===== src/rtl/change_dispenser_pkg.sv =====
// Shared definitions for the change dispenser: coin codes, coin values and FSM states.
package change_dispenser_pkg;

  localparam logic [1:0] COIN_NONE = 2'd0;
  localparam logic [1:0] COIN_C1   = 2'd1;
  localparam logic [1:0] COIN_C2   = 2'd2;
  localparam logic [1:0] COIN_C3   = 2'd3;

  localparam logic [15:0] VAL_C1 = 16'd1;
  localparam logic [15:0] VAL_C2 = 16'd2;
  localparam logic [15:0] VAL_C3 = 16'd5;

  typedef enum logic [2:0] {
    ST_IDLE   = 3'd0,
    ST_SELECT = 3'd1,
    ST_ISSUE  = 3'd2,
    ST_GAP    = 3'd3,
    ST_FINISH = 3'd4
  } state_t;

  // Unit value of a coin code; COIN_NONE is worth nothing.
  function automatic logic [15:0] coin_value(input logic [1:0] code);
    case (code)
      COIN_C1: coin_value = VAL_C1;
      COIN_C2: coin_value = VAL_C2;
      COIN_C3: coin_value = VAL_C3;
      default: coin_value = 16'd0;
    endcase
  endfunction

endpackage


===== src/rtl/change_dispenser_coin_tube.sv =====
// One coin tube inventory: saturating up/down counter with a reload to the
// initial fill. A simultaneous deposit and ejection cancel out.
module coin_tube #(
  parameter int W    = 8,
  parameter int INIT = 5
) (
  input  logic         clk,
  input  logic         RESET,
  input  logic         load,
  input  logic         inc,
  input  logic         dec,
  output logic [W-1:0] count
);

  localparam logic [W-1:0] MAX_C  = {W{1'b1}};
  localparam logic [W-1:0] ZERO_C = {W{1'b0}};
  localparam logic [W-1:0] ONE_C  = {{(W-1){1'b0}}, 1'b1};
  localparam logic [W-1:0] INIT_C = W'(INIT);

  // Inventory update: reset/refill win, then deposit/ejection with saturation.
  always_ff @(posedge clk) begin
    if (RESET) begin
      count <= INIT_C;
    end else if (load) begin
      count <= INIT_C;
    end else if (inc && !dec) begin
      if (count != MAX_C) count <= count + ONE_C;
      else                count <= count;
    end else if (dec && !inc) begin
      if (count != ZERO_C) count <= count - ONE_C;
      else                 count <= count;
    end else begin
      count <= count;
    end
  end

endmodule


===== src/rtl/change_dispenser.sv =====
// Change dispenser: pays out a requested amount greedily from three coin tubes
// (5, 2, 1 units), one coin per ready/valid handshake with a fixed idle gap
// between ejections, and reports any unpaid remainder.
module change_dispenser
  import change_dispenser_pkg::*;
#(
  parameter int TUBE_W    = 8,
  parameter int TUBE_INIT = 5,
  parameter int PAY_GAP   = 2
) (
  input  logic              clk,
  input  logic              RESET,
  input  logic [1:0]        coin_in,
  input  logic              change_req,
  input  logic [15:0]       change_amt,
  input  logic              refill,
  input  logic              coin_ready,
  output logic [1:0]        coin_code,
  output logic              coin_valid,
  output logic              busy,
  output logic              done,
  output logic [15:0]       short_amt,
  output logic [TUBE_W-1:0] left_c1,
  output logic [TUBE_W-1:0] left_c2,
  output logic [TUBE_W-1:0] left_c3
);

  localparam logic [TUBE_W-1:0] EMPTY_C  = {TUBE_W{1'b0}};
  localparam logic [15:0]       GAP_LOAD = (PAY_GAP > 0) ? 16'(PAY_GAP - 1) : 16'd0;

  state_t      state_r;
  logic [15:0] remaining_r;
  logic [15:0] gap_cnt_r;
  logic [1:0]  pick_s;
  logic        handshake_s;
  logic        load_s;

  // Largest affordable denomination that still has coins in its tube.
  always_comb begin
    pick_s = COIN_NONE;
    if (remaining_r >= VAL_C3 && left_c3 != EMPTY_C) begin
      pick_s = COIN_C3;
    end else if (remaining_r >= VAL_C2 && left_c2 != EMPTY_C) begin
      pick_s = COIN_C2;
    end else if (remaining_r >= VAL_C1 && left_c1 != EMPTY_C) begin
      pick_s = COIN_C1;
    end else begin
      pick_s = COIN_NONE;
    end
  end

  assign handshake_s = (state_r == ST_ISSUE) && coin_valid && coin_ready;
  assign load_s      = refill && (state_r == ST_IDLE);

  coin_tube #(.W(TUBE_W), .INIT(TUBE_INIT)) u_tube_c1 (
    .clk   (clk),
    .RESET (RESET),
    .load  (load_s),
    .inc   (coin_in == COIN_C1),
    .dec   (handshake_s && (coin_code == COIN_C1)),
    .count (left_c1)
  );

  coin_tube #(.W(TUBE_W), .INIT(TUBE_INIT)) u_tube_c2 (
    .clk   (clk),
    .RESET (RESET),
    .load  (load_s),
    .inc   (coin_in == COIN_C2),
    .dec   (handshake_s && (coin_code == COIN_C2)),
    .count (left_c2)
  );

  coin_tube #(.W(TUBE_W), .INIT(TUBE_INIT)) u_tube_c3 (
    .clk   (clk),
    .RESET (RESET),
    .load  (load_s),
    .inc   (coin_in == COIN_C3),
    .dec   (handshake_s && (coin_code == COIN_C3)),
    .count (left_c3)
  );

  // Payout sequencer with registered handshake and status outputs.
  always_ff @(posedge clk) begin
    if (RESET) begin
      state_r     <= ST_IDLE;
      remaining_r <= 16'd0;
      gap_cnt_r   <= 16'd0;
      coin_code   <= COIN_NONE;
      coin_valid  <= 1'b0;
      busy        <= 1'b0;
      done        <= 1'b0;
      short_amt   <= 16'd0;
    end else begin
      case (state_r)
        ST_IDLE: begin
          done <= 1'b0;
          if (change_req) begin
            remaining_r <= change_amt;
            busy        <= 1'b1;
            state_r     <= ST_SELECT;
          end else begin
            busy    <= 1'b0;
            state_r <= ST_IDLE;
          end
        end
        ST_SELECT: begin
          if (pick_s != COIN_NONE) begin
            coin_code  <= pick_s;
            coin_valid <= 1'b1;
            state_r    <= ST_ISSUE;
          end else begin
            done      <= 1'b1;
            short_amt <= remaining_r;
            state_r   <= ST_FINISH;
          end
        end
        ST_ISSUE: begin
          if (handshake_s) begin
            remaining_r <= remaining_r - coin_value(coin_code);
            coin_valid  <= 1'b0;
            coin_code   <= COIN_NONE;
            gap_cnt_r   <= GAP_LOAD;
            state_r     <= (PAY_GAP == 0) ? ST_SELECT : ST_GAP;
          end else begin
            state_r <= ST_ISSUE;
          end
        end
        ST_GAP: begin
          if (gap_cnt_r == 16'd0) begin
            state_r <= ST_SELECT;
          end else begin
            gap_cnt_r <= gap_cnt_r - 16'd1;
            state_r   <= ST_GAP;
          end
        end
        ST_FINISH: begin
          done    <= 1'b0;
          busy    <= 1'b0;
          state_r <= ST_IDLE;
        end
        default: begin
          state_r    <= ST_IDLE;
          coin_valid <= 1'b0;
          coin_code  <= COIN_NONE;
          busy       <= 1'b0;
          done       <= 1'b0;
        end
      endcase
    end
  end

endmodule

===== config.mk =====
export PLATFORM = sky130hd
export DESIGN_NAME = change_dispenser
export DESIGN_NICKNAME = d
export VERILOG_FILES = /design/src/rtl/change_dispenser_pkg.sv /design/src/rtl/change_dispenser_coin_tube.sv /design/src/rtl/change_dispenser.sv
export SDC_FILE = /design/constraint.sdc
export NUM_CORES = 1
export LEC_CHECK = 0
export CAP_MARGIN = 0
export CORE_ASPECT_RATIO = 1.75
export CORE_MARGIN = 4
export CORE_UTILIZATION = 45
export CTS_BUF_LIST = sky130_fd_sc_hd__clkbuf_2 sky130_fd_sc_hd__clkbuf_4 sky130_fd_sc_hd__clkbuf_8
export CTS_CLUSTER_DIAMETER = 100
export DETAILED_ROUTE_END_ITERATION = 12
export PLACE_DENSITY = 0.68
export SLEW_MARGIN = 30
export SYNTH_ARGS = -nofsm -noshare
export SYNTH_HDL_FRONTEND = slang
export SYNTH_SLANG_ARGS = --single-unit

===== constraint.sdc =====
create_clock -name clk -period 5.05 [get_ports clk]
set_input_delay 1.01 -clock clk [delete_from_list [all_inputs] [get_ports clk]]
set_output_delay 1.01 -clock clk [all_outputs]
set_load 0.05 [all_outputs]

# Yosys cells after proc, flatten, opt, wreduce, memory -nomap -nowiden
# Index checks and enable logic that the tools add are counted.
# classes
add_sub_neg	8
magnitude_cmp	3
eq_ne	21
mux	40
n_bitwise	3
reduce_logical	47
# ops
cell	count
$mux 16	7
$mux 8	12
$pmux 16 s2	2
$add 8x1->8 const B	3
$ne 8x8->1 const B	3
$reduce_bool 8->1	3
$sub 8x1->8 const B	3
$reduce_and 3->1	6
$reduce_bool 2->1	9
$ge 16x1->1 const B	1
$ge 16x2->1 const B	1
$ge 16x3->1 const B	1
$logic_not 16->1	1
$ne 2x2->1 const B	8
$sub 16x1->16 const B	1
$sub 16x16->16	1
$logic_and 1x1->1	15
$pmux 3 s4	1
$mux 2	5
$pmux 3 s3	1
$eq 2x2->1 const B	4
$mux 1	7
$eq 3x2->1 const B	2
$logic_not 1->1	6
12 further kinds	19
# word_totals
regBits	80
input_bits	23

# Longest topological paths before layout
# Gate-level depths: netlist of the first run.
# depth
ltp_word	9
ltp_mapped	13
depth_no_buf	10

# Cells and area by module
# A second synthesis of the first run with hierarchy kept.
# hier_totals
cells_unflattened	585
hier_area_um2	4924.7
# modules_own_cells
mod	instances	cells_each	area_each_um2	seq_area_each_um2
change_dispenser	1	355	2885.3	1121.1
coin_tube (u_tube_c1 ...)	2	74	665.6	160.2
coin_tube (u_tube_c3)	1	82	708.2	160.2

# Worst setup path after synthesis of the first run
# OpenSTA, ideal clock, no wires.
# synth_timing
path_kind	reg2reg
start	register state_r[0]
end	register u_tube_c3.count[7]
setup_ns	0.129
arrival_time_ns	3.039
required_ns	4.921
setup_slack_ns	1.882
stages_incl_launch_ff	14
path_cell_list	dfxtp_1 clkbuf_1 or3b_2 clkbuf_1 nor2_1 clkbuf_1 a31o_2 ha_1 a211oi_1 nor2_1 o31ai_1 o2bb2ai_1 or4_1 o211ai_1
# synth_via
elab_chain_len	8
# synth_rtl
element	line	source
start: declaration	change_dispenser.sv:31	state_t state_r;
start signal: assignment	change_dispenser.sv:123	state_r <= (PAY_GAP == 0) ? ST_SELECT : ST_GAP;
$eq 3x2->1	change_dispenser.sv:52	assign handshake_s = (state_r == ST_ISSUE) && coin_valid && coin_ready;
$logic_and 1x1->1 (2 in series)	change_dispenser.sv:52	
$logic_and 1x1->1	change_dispenser.sv:78	.dec (handshake_s && (coin_code == COIN_C3)),
$logic_not 1->1	change_dispenser_coin_tube.sv:26	end else if (inc && !dec) begin
$logic_and 1x1->1	change_dispenser_coin_tube.sv:26	
$ne 2x2->1 (no line) / $reduce_bool 2->1 (equally long branches)	-	
$reduce_and 3->1 (no line)	-	
end signal: assignment	change_dispenser_coin_tube.sv:27	if (count != MAX_C) count <= count + ONE_C;
end signal: assignment	change_dispenser_coin_tube.sv:28	else count <= count;
end signal: assignment	change_dispenser_coin_tube.sv:30	if (count != ZERO_C) count <= count - ONE_C;
end: declaration	change_dispenser_coin_tube.sv:12	output logic [W-1:0] count
# Several ways; a longest one is shown, not always the timed one.
# A chain may end at the register's enable or synchronous reset.

# Final worst setup path of the first run
# layout_timing
start	input port coin_ready
end	register u_tube_c3.count[7]
# layout_via
elab_chain_len	6
# layout_rtl
element	line	source
start: declaration	change_dispenser.sv:17	input logic coin_ready,
$logic_and 1x1->1 (*)	change_dispenser.sv:52	
$logic_and 1x1->1 (*)	change_dispenser.sv:78	
$logic_not 1->1	change_dispenser_coin_tube.sv:26	
$logic_and 1x1->1	change_dispenser_coin_tube.sv:26	
$ne 2x2->1 (no line) / $reduce_bool 2->1 (equally long branches)	-	
$reduce_and 3->1 (no line)	-	
# Every way passes the cells marked *; elsewhere a longest branch is shown, timed or not.

==> flow_summary.toml, run 1 <==
[status]
status = "complete, no violations"

[synth]
ys_top_cells_by_count = "dfxtp_1 (80), nor2_1 (78), nand2_1 (58)"
yosysUniqueCellTypes = 53
synth_area_leaders = "dfxtp_1 (34%), nor2_1 (6.3%), ha_1 (5.9%), mux2i_1 (5.4%), a21oi_1 (4.7%)"
synth_most_common_cell = "dfxtp_1"
synth_area_leader_cell = "dfxtp_1"
synth-edff-count = 0
synth_area_um2 = 4670
synth_nets = 625
yosys_register_bits = 80
syn_inst = 576
yosysSeqAreaShare_pct = 34.3
async_flop_share_pct = 0
yosys_most_used_dff = "dfxtp_1"
synth_top_area_share_pct = 34.3
ys_warn_count = 0
syn_area_per_cell_um2 = 8.10

[placement]
io_buffer_count = 67
gp_congestion = 0.858
hpwlAfterDp_um = 8850

[hold_path]
min_path_type = "flip-flop to flip-flop"
min_to = "gap_cnt_r[10]"
worstHoldStart = "gap_cnt_r[10]"
min_path_cells = 2

[sta]
tns_ns = 0
whs_ns = 0.479
fmax_mhz = 288
max-slew-margin-rel_pct = 46.8
fin_crit_sh_pct = 68.8
worst_slew_pin_slew_ns = 0.791
rsz0062_at_grt = "false"
finalHoldViolCount = 0
min_period_ns = 3.47
slew_viol_final = 0
final-setup-viol-count = 0
skew_ns = 0.0110

[global_routing]
grt-busiest-layer = "met2"
antenna_found_initial = 0
grt_use_met3_pct = 3.87
grt.overflow.total = 0
grtUsageMet2_pct = 34.9
grt_pass1_wl_um = 20200
met1_usage_pct = 23.7
grt_max_degree = 46
grt_util_all_layers_pct = 20.2
grt_pass1_vias = 4336

[route]
drc = 0
num_vias = 4430
vias_per_cell = 5.81
first_pass_iters = 4
drtIter0Drc = 243
wl_per_cell_um = 15.7
routed_wl_um = 11900
antenna_left = 0

[worst_setup_path]
critPathSlowestCell = "clkdlybuf4s50_1"
reg2reg_from = "state_r[2]"
crit_family = "compound AO/OA/AOI/OAI gates"
critPathKind = "input pin to flip-flop"
r2r_end = "u_tube_c3.count[7]"
r2r_cells = 11
arrival_ns = 3.70
crit_chain = "clkdlybuf4s50_1 > nand2_1 > nor2_1 > buf_4 > a31o_2 > ha_1 > a211oi_1 > nor2_1 > o31ai_1 > o2bb2ai_1 > or4_1 > o211ai_1"
critPathMaxFanout = 12
reg2reg_slack_ns = 1.63
cpPeakStageDelay_ns = 0.51
crit_required_ns = 5.27
path_buf_inv = 2
start_kind = "input pin"
cp_common_cell = "nor2_1"
end_kind = "flip-flop"

[cts]
postCtsResizedCells = 0
post_cts_buffers = 0
htree_levels = 3
clk_latency_ns = 0.35
path_clk_slew_ns = 0.08
root_buffer = "clkbuf_8"
cts_sinks = 80
cts_tree = "built"
cts_buffer_depth = 2
hold_buffers = 0
numCtsBuffers = 9

[floorplan]
die_width_um = 85.0
boundaryPins = 68
dieArea_um2 = 12100
rows = 48
start_util_pct = 46.5
core_um2 = 10000
chipHeight_um = 143

[run]
drv_cap = 0

[pwr]
p_per_area_nw_per_um2 = 291
vdd_ir_drop_max_uv = 170
power.leakage_nw = 2.18

[finish]
nets = 681
drive_above_1_share_pct = 5.34
fill_cells = 946
multi_input_area_um2 = 2890
area_growth_pct = 20.4
antenna_cells = 0
regArea_um2 = 1600
## power breakdown
part / internal [W] / switching [W] / total [W]
Sequential: 0.000662 / 0.0000460 / 0.000708
Combinational: 0.000172 / 0.000264 / 0.000436
Clock: 0.000265 / 0.000225 / 0.000490
Total: 0.00110 / 0.000535 / 0.00163
## tightest hold or removal path, cell delays in order (launching register included)
cell	delay [ns]
dfxtp_1	0.32
o31ai_1	0.06
a21oi_1	0.06
## state kept, by name (all words and copies together) (netlist names)
register and flops:
coin_code 2, coin_valid 1, short_amt 16, u_tube_c2.count 8, u_tube_c1.count 8, gap_cnt_r 16
remaining_r 16, done 1, state_r 3, busy 1, u_tube_c3.count 8
## placed cells by master (no fill, tap or decap), types with 5 or more instances in the layout
master	synthesis	layout
a211o_1	5	5
a211oi_1	14	14
a21o_1	10	10
a21oi_1	44	44
a31oi_1	6	6
and3_1	5	5
buf_4	0	5
clkbuf_8	0	11
clkdlybuf4s50_1	0	67
dfxtp_1	80	80
ha_1	22	22
inv_1	14	14
mux2i_1	25	25
nand2_1	58	58
nand3_1	23	23
nand4_1	9	9
nor2_1	78	78
nor3_1	16	15
nor4_1	15	15
o211ai_1	8	8
o21ai_0	27	27
o31ai_1	5	5
or2_2	5	5
or3_1	5	5
xnor2_1	15	15
xor2_1	9	9
## logic make-up (layout without fill, tap and decap cells)
logic type / Yosys count / in the layout / share of synthesized area [%]
compound gates: 149 / 149 / 21.2
xor+xnor: 24 / 24 / 4.51
fa+ha+maj: 26 / 26 / 7.62
buf+inv: 41 / 102 / 3.81
flops: 80 / 80 / 34.3
mux: 25 / 25 / 5.36
simple gates: 231 / 231 / 23.1
## how the worst max path moves through the flow
stage                    start            endpoint  depth (start not counted)
floorplan           state_r[0]  u_tube_c3.count[7]                         13
global placement    coin_ready  u_tube_c3.count[7]                         12
detailed placement  coin_ready  u_tube_c3.count[7]                         12
CTS                 coin_ready  u_tube_c3.count[7]                         12
global route        coin_ready  u_tube_c3.count[7]                         12
finish              coin_ready  u_tube_c3.count[7]                         12
## per-layer routing
| layer | vias to the layer above | part of all wire [%] |
|---|---|---|
| met4 | 0 | 2.4 |
| met5 | - | 0 |
| met3 | 22 | 3.7 |
| met1 | 2098 | 41 |
| met2 | 102 | 53 |
| li1 | 2208 | - |
## layout make-up
| class | count | share of cell area [%] |
|---|---|---|
| Timing Repair Buffer | 72 | 12.6 |
| Sequential cell | 80 | 28.5 |
| Inverter | 14 | 0.936 |
| Clock buffer | 13 | 2.96 |
| Tap cell | 125 | 2.78 |
| Multi-Input combinational cell | 455 | 51.5 |
| Clock inverter | 3 | 0.713 |
## metrics by stage
| stage | setup slack, ns | instances | power, W | instance area, um^2 | util, % |
|---|---|---|---|---|---|
| floorplan | 1.88 | 576 | 0.00104 | 4670 | - |
| global placement | 1.42 | 746 | 0.00115 | 5410 | 53.9 |
| detailed placement | 1.24 | 746 | 0.00116 | 5410 | 53.9 |
| CTS | 1.63 | 762 | 0.00166 | 5620 | 56.0 |
| global route | 1.46 | 762 | 0.00173 | 5620 | 56.0 |
| finish | 1.58 | 762 | 0.00163 | 5620 | 56.0 |
No activity file was read; power rests on OpenSTA's default activity.
==> run 2: changes to the inputs <==
==> constraint.sdc (replaced) <==
create_clock -name clk -period 3.2 [get_ports clk]
set_input_delay 0.64 -clock clk [delete_from_list [all_inputs] [get_ports clk]]
set_output_delay 0.64 -clock clk [all_outputs]
set_load 0.05 [all_outputs]
==> flow_summary.toml, run 2 (synthesis results as in run 1) <==
[placement]
dp.cells = 760
gp_congestion = 0.885
dp_slack_ns = -0.0231
io_buffer_count = 67
hpwlAfterDp_um = 9010
dpl_cell_area_um2 = 5520

[finish]
nets = 695
final_cell_area_um2 = 5710
area_growth_pct = 22.3
instances_no_fill = 776
reg_top3 = "gap_cnt_r (16), remaining_r (16), short_amt (16)"
final_common_cell = "dfxtp_1"
mostFrequentLayoutCells = "dfxtp_1 (80), nor2_1 (78), clkdlybuf4s50_1 (67), nand2_1 (58), a21oi_1 (44)"
antenna_cells = 0
drive_above_1_share_pct = 7.37

[worst_setup_path]
critPathKind = "input pin to flip-flop"
crit_required_ns = 3.47
arrival_ns = 3.16
critPathMaxFanout = 4
end_kind = "flip-flop"
start_kind = "input pin"

[cts]
cts_tree = "built"
cts_buffer_depth = 2
root_buffer = "clkbuf_8"
numCtsBuffers = 9
cts_sinks = 80
postCtsResizedCells = 0
path_clk_slew_ns = 0.08
htree_levels = 3
clk_latency_ns = 0.37
hold_buffers = 0
post_cts_buffers = 0

[sta]
max-slew-margin-rel_pct = 45.8
finalHoldViolCount = 0
skew_ns = 0.00665
worst_slew_pin_slew_ns = 0.805
slew_viol_final = 0
fin_crit_sh_pct = 90.2
tns_ns = 0
setup_ws_ns = 0.313
fmax_mhz = 346
final-setup-viol-count = 0
min_period_ns = 2.89
rsz0062_at_grt = "false"

[route]
drc = 0
wl_per_cell_um = 15.7
first_pass_iters = 5
num_vias = 4512
antenna_left = 0
routed_wl_um = 12200
drtIter0Drc = 209
vias_per_cell = 5.81

[global_routing]
grt_pass1_wl_um = 20200
antenna_found_initial = 0
grt_pass1_vias = 4363
grt_max_degree = 39
grt_util_all_layers_pct = 20.3
grt.overflow.total = 0

[floorplan]
core_um2 = 10000
rows = 48
die_width_um = 85.0
boundaryPins = 68
start_util_pct = 46.5
chipHeight_um = 143
dieArea_um2 = 12100

[hold_path]
min_path_type = "flip-flop to flip-flop"

[pwr]
p_per_area_nw_per_um2 = 452
power.total_w = 0.00258
power.leakage_nw = 2.23
vdd_ir_drop_max_uv = 209

[run]
drv_cap = 0

[status]
status = "complete, no violations"
run 2: final cells by class:
type | count | area [um^2]
clock buffer | 10 | 131
clock inverter | 6 | 60.1
fill | 908 | 4320
inverter | 14 | 52.6
multi-input combinational | 455 | 2890
sequential | 80 | 1600
tap | 125 | 156
timing repair buffer | 86 | 813
run 2: layer usage:
metal  wire length, um  vias up  global-route usage, %
met2              6400       96                   36.7
met3               556       23                   5.02
met1              5010     2152                   22.5
met5                 0        -                      0
met4               246        0                   8.09
li1                  -     2241                      -
run 2: critical path: stages:
cell and delay [ns]:
clkdlybuf4s50_1 0.52, nand2_1 0.12, nor3_1 0.30, or2_2 0.23, ha_1 0.25, a211oi_1 0.35, nor2_1 0.15, o31ai_1 0.28
o2bb2ai_1 0.18, a21o_1 0.11, nand2_1 0.04
run 2: power breakdown:
part	switching (W)	leakage (nW)	internal, W
registers	0.0000737	0.650	0.00104
clock network	0.000388	0.0955	0.000365
logic	0.000425	1.49	0.000286
total	0.000886	2.23	0.00169
run 2: worst paths after layout:
path | start | endpoint | slack (ns) | depth (start not counted)
hold reg to reg | gap_cnt_r[10] | gap_cnt_r[10] | 0.48 | 2
setup / recovery | coin_ready | u_tube_c2.count[7] | 0.31 | 11
hold / removal | gap_cnt_r[10] | gap_cnt_r[10] | 0.48 | 2
setup reg to reg | remaining_r[5] | short_amt[5] | 0.32 | 7
run 2: per-stage QoR:
stage	util [%]	hold WS, ns
floorplan	-	0.448
global placement	55.0	0.460
detailed placement	55.0	0.462
CTS	56.9	0.481
global route	56.9	0.526
finish	56.9	0.481
==> run 3: changes to the inputs <==
--- a/config.mk
+++ b/config.mk
@@ -13,7 +13,8 @@
 export CTS_CLUSTER_DIAMETER = 100
 export DETAILED_ROUTE_END_ITERATION = 12
 export PLACE_DENSITY = 0.68
-export SLEW_MARGIN = 30
+export RECOVER_POWER = 25
+export SLEW_MARGIN = 10
 export SYNTH_ARGS = -nofsm -noshare
 export SYNTH_HDL_FRONTEND = slang
 export SYNTH_SLANG_ARGS = --single-unit
==> flow_summary.toml, run 3 (synthesis results as in run 1) <==
[status]
status = "complete, no violations"

[cts]
numCtsBuffers = 9
htree_levels = 3
cts_buffer_depth = 2
postCtsResizedCells = 0
post_cts_buffers = 0
hold_buffers = 0
clk_latency_ns = 0.37
root_buffer = "clkbuf_8"
path_clk_slew_ns = 0.09
cts_tree = "built"
cts_sinks = 80

[route]
drtIter0Drc = 210
routed_wl_um = 12300
wl_per_cell_um = 15.8
met2WireLength_um = 6430
vias_per_cell = 5.86
dr.max_layer_used = "met4"
drc = 0
first_pass_iters = 5
antenna_left = 0
num_vias = 4545
met1Wirelength_um = 5010
wl_met3_um = 551

[finish]
fill_cells = 907
final_cell_area_um2 = 5700
mostFrequentLayoutCells = "dfxtp_1 (80), nor2_1 (78), nand2_1 (58), clkdlybuf4s50_1 (49), a21oi_1 (44)"
area_growth_pct = 22.2
reg_top3 = "gap_cnt_r (16), remaining_r (16), short_amt (16)"
final_common_cell = "dfxtp_1"
nets = 695
fin_util_pct = 56.8
antenna_cells = 0
drive_above_1_share_pct = 6.76

[worst_setup_path]
arrival_ns = 3.13
crit_chain = "or4_1 > or4_4 > o32ai_4 > nand4_2 > buf_4 > mux2i_1 > nor2_1"
critPathSlowestCell = "or4_1"
crit_required_ns = 3.45
critPathKind = "flip-flop to flip-flop"
end_kind = "flip-flop"
critPathMaxFanout = 16
cpPeakStageDelay_ns = 0.69
start_kind = "flip-flop"

[sta]
min_period_ns = 2.88
final-setup-viol-count = 0
fmax_mhz = 347
max-slew-margin-rel_pct = 46.3
worst_slew_pin_slew_ns = 0.797
rsz0062_at_grt = "false"
skew_ns = 0.00954
finalHoldViolCount = 0
slew_viol_final = 0
fin_crit_sh_pct = 90.0

[floorplan]
die_width_um = 85.0
chipHeight_um = 143
boundaryPins = 68
start_util_pct = 46.5
core_um2 = 10000
dieArea_um2 = 12100
rows = 48

[pwr]
power.leakage_nw = 2.28
p_per_area_nw_per_um2 = 453
vdd_ir_drop_max_uv = 210

[placement]
gp_congestion = 0.885
io_buffer_count = 67
hpwlAfterDp_um = 9010
dpl_cell_area_um2 = 5520

[global_routing]
grt_pass1_wl_um = 20200
grt.overflow.total = 0
antenna_found_initial = 0
grt_pass1_vias = 4363
grt_max_degree = 39
grt_util_all_layers_pct = 20.3

[run]
drv_cap = 0

[hold_path]
min_path_type = "flip-flop to flip-flop"
## run 3: final timing paths
check,end,start,slack (ns),cells after the start
max,short_amt[5],remaining_r[5],0.32,7
min,gap_cnt_r[10],gap_cnt_r[10],0.48,2
min reg2reg,gap_cnt_r[10],gap_cnt_r[10],0.48,2
max reg2reg,short_amt[5],remaining_r[5],0.32,7
## run 3: stage by stage
| stage | power, W | setup TNS (ns) | hold WS, ns | worst slack (ns) | std cells |
|---|---|---|---|---|---|
| final | 0.00258 | 0 | 0.481 | 0.318 | 776 |
| after global routing | 0.00272 | 0 | 0.526 | 0.0953 | 776 |
| after CTS | 0.00259 | 0 | 0.481 | 0.327 | 776 |
| after detailed placement | 0.00184 | -0.0246 | 0.462 | -0.0231 | 760 |
| after global placement | 0.00183 | 0 | 0.460 | 0.0856 | 760 |
| after floorplan | 0.00164 | 0 | 0.448 | 0.0323 | 576 |
## run 3: layer usage
metal | vias up | global-route usage, %
met4 | 0 | 8.09
met5 | - | 0
met3 | 27 | 5.02
met2 | 111 | 36.7
li1 | 2236 | -
met1 | 2171 | 22.5
## run 3: critical path: cells and delay by family, from the launching register on
kind                   cells  cell delay (ns)
AND/OR/NAND/NOR            4             1.53
buffers and inverters      1             0.26
multiplexers               1             0.17
AO/OA/AOI/OAI              1             0.40
flip-flops                 1             0.37
## run 3: power by group
| part | internal, W | switching (W) | total (W) |
|---|---|---|---|
| combinational | 0.000284 | 0.000426 | 0.000709 |
| sequential | 0.00104 | 0.0000737 | 0.00112 |
| clock | 0.000365 | 0.000389 | 0.000754 |
## run 3: final cells by class
type | count | area [um^2] | area share [%]
Multi-Input combinational cell | 455 | 2890 | 50.7
Sequential cell | 80 | 1600 | 28.1
Timing Repair Buffer | 86 | 806 | 14.1
Tap cell | 125 | 156 | 2.74
Clock buffer | 10 | 131 | 2.31
Clock inverter | 6 | 60.1 | 1.05
Inverter | 14 | 52.6 | 0.922
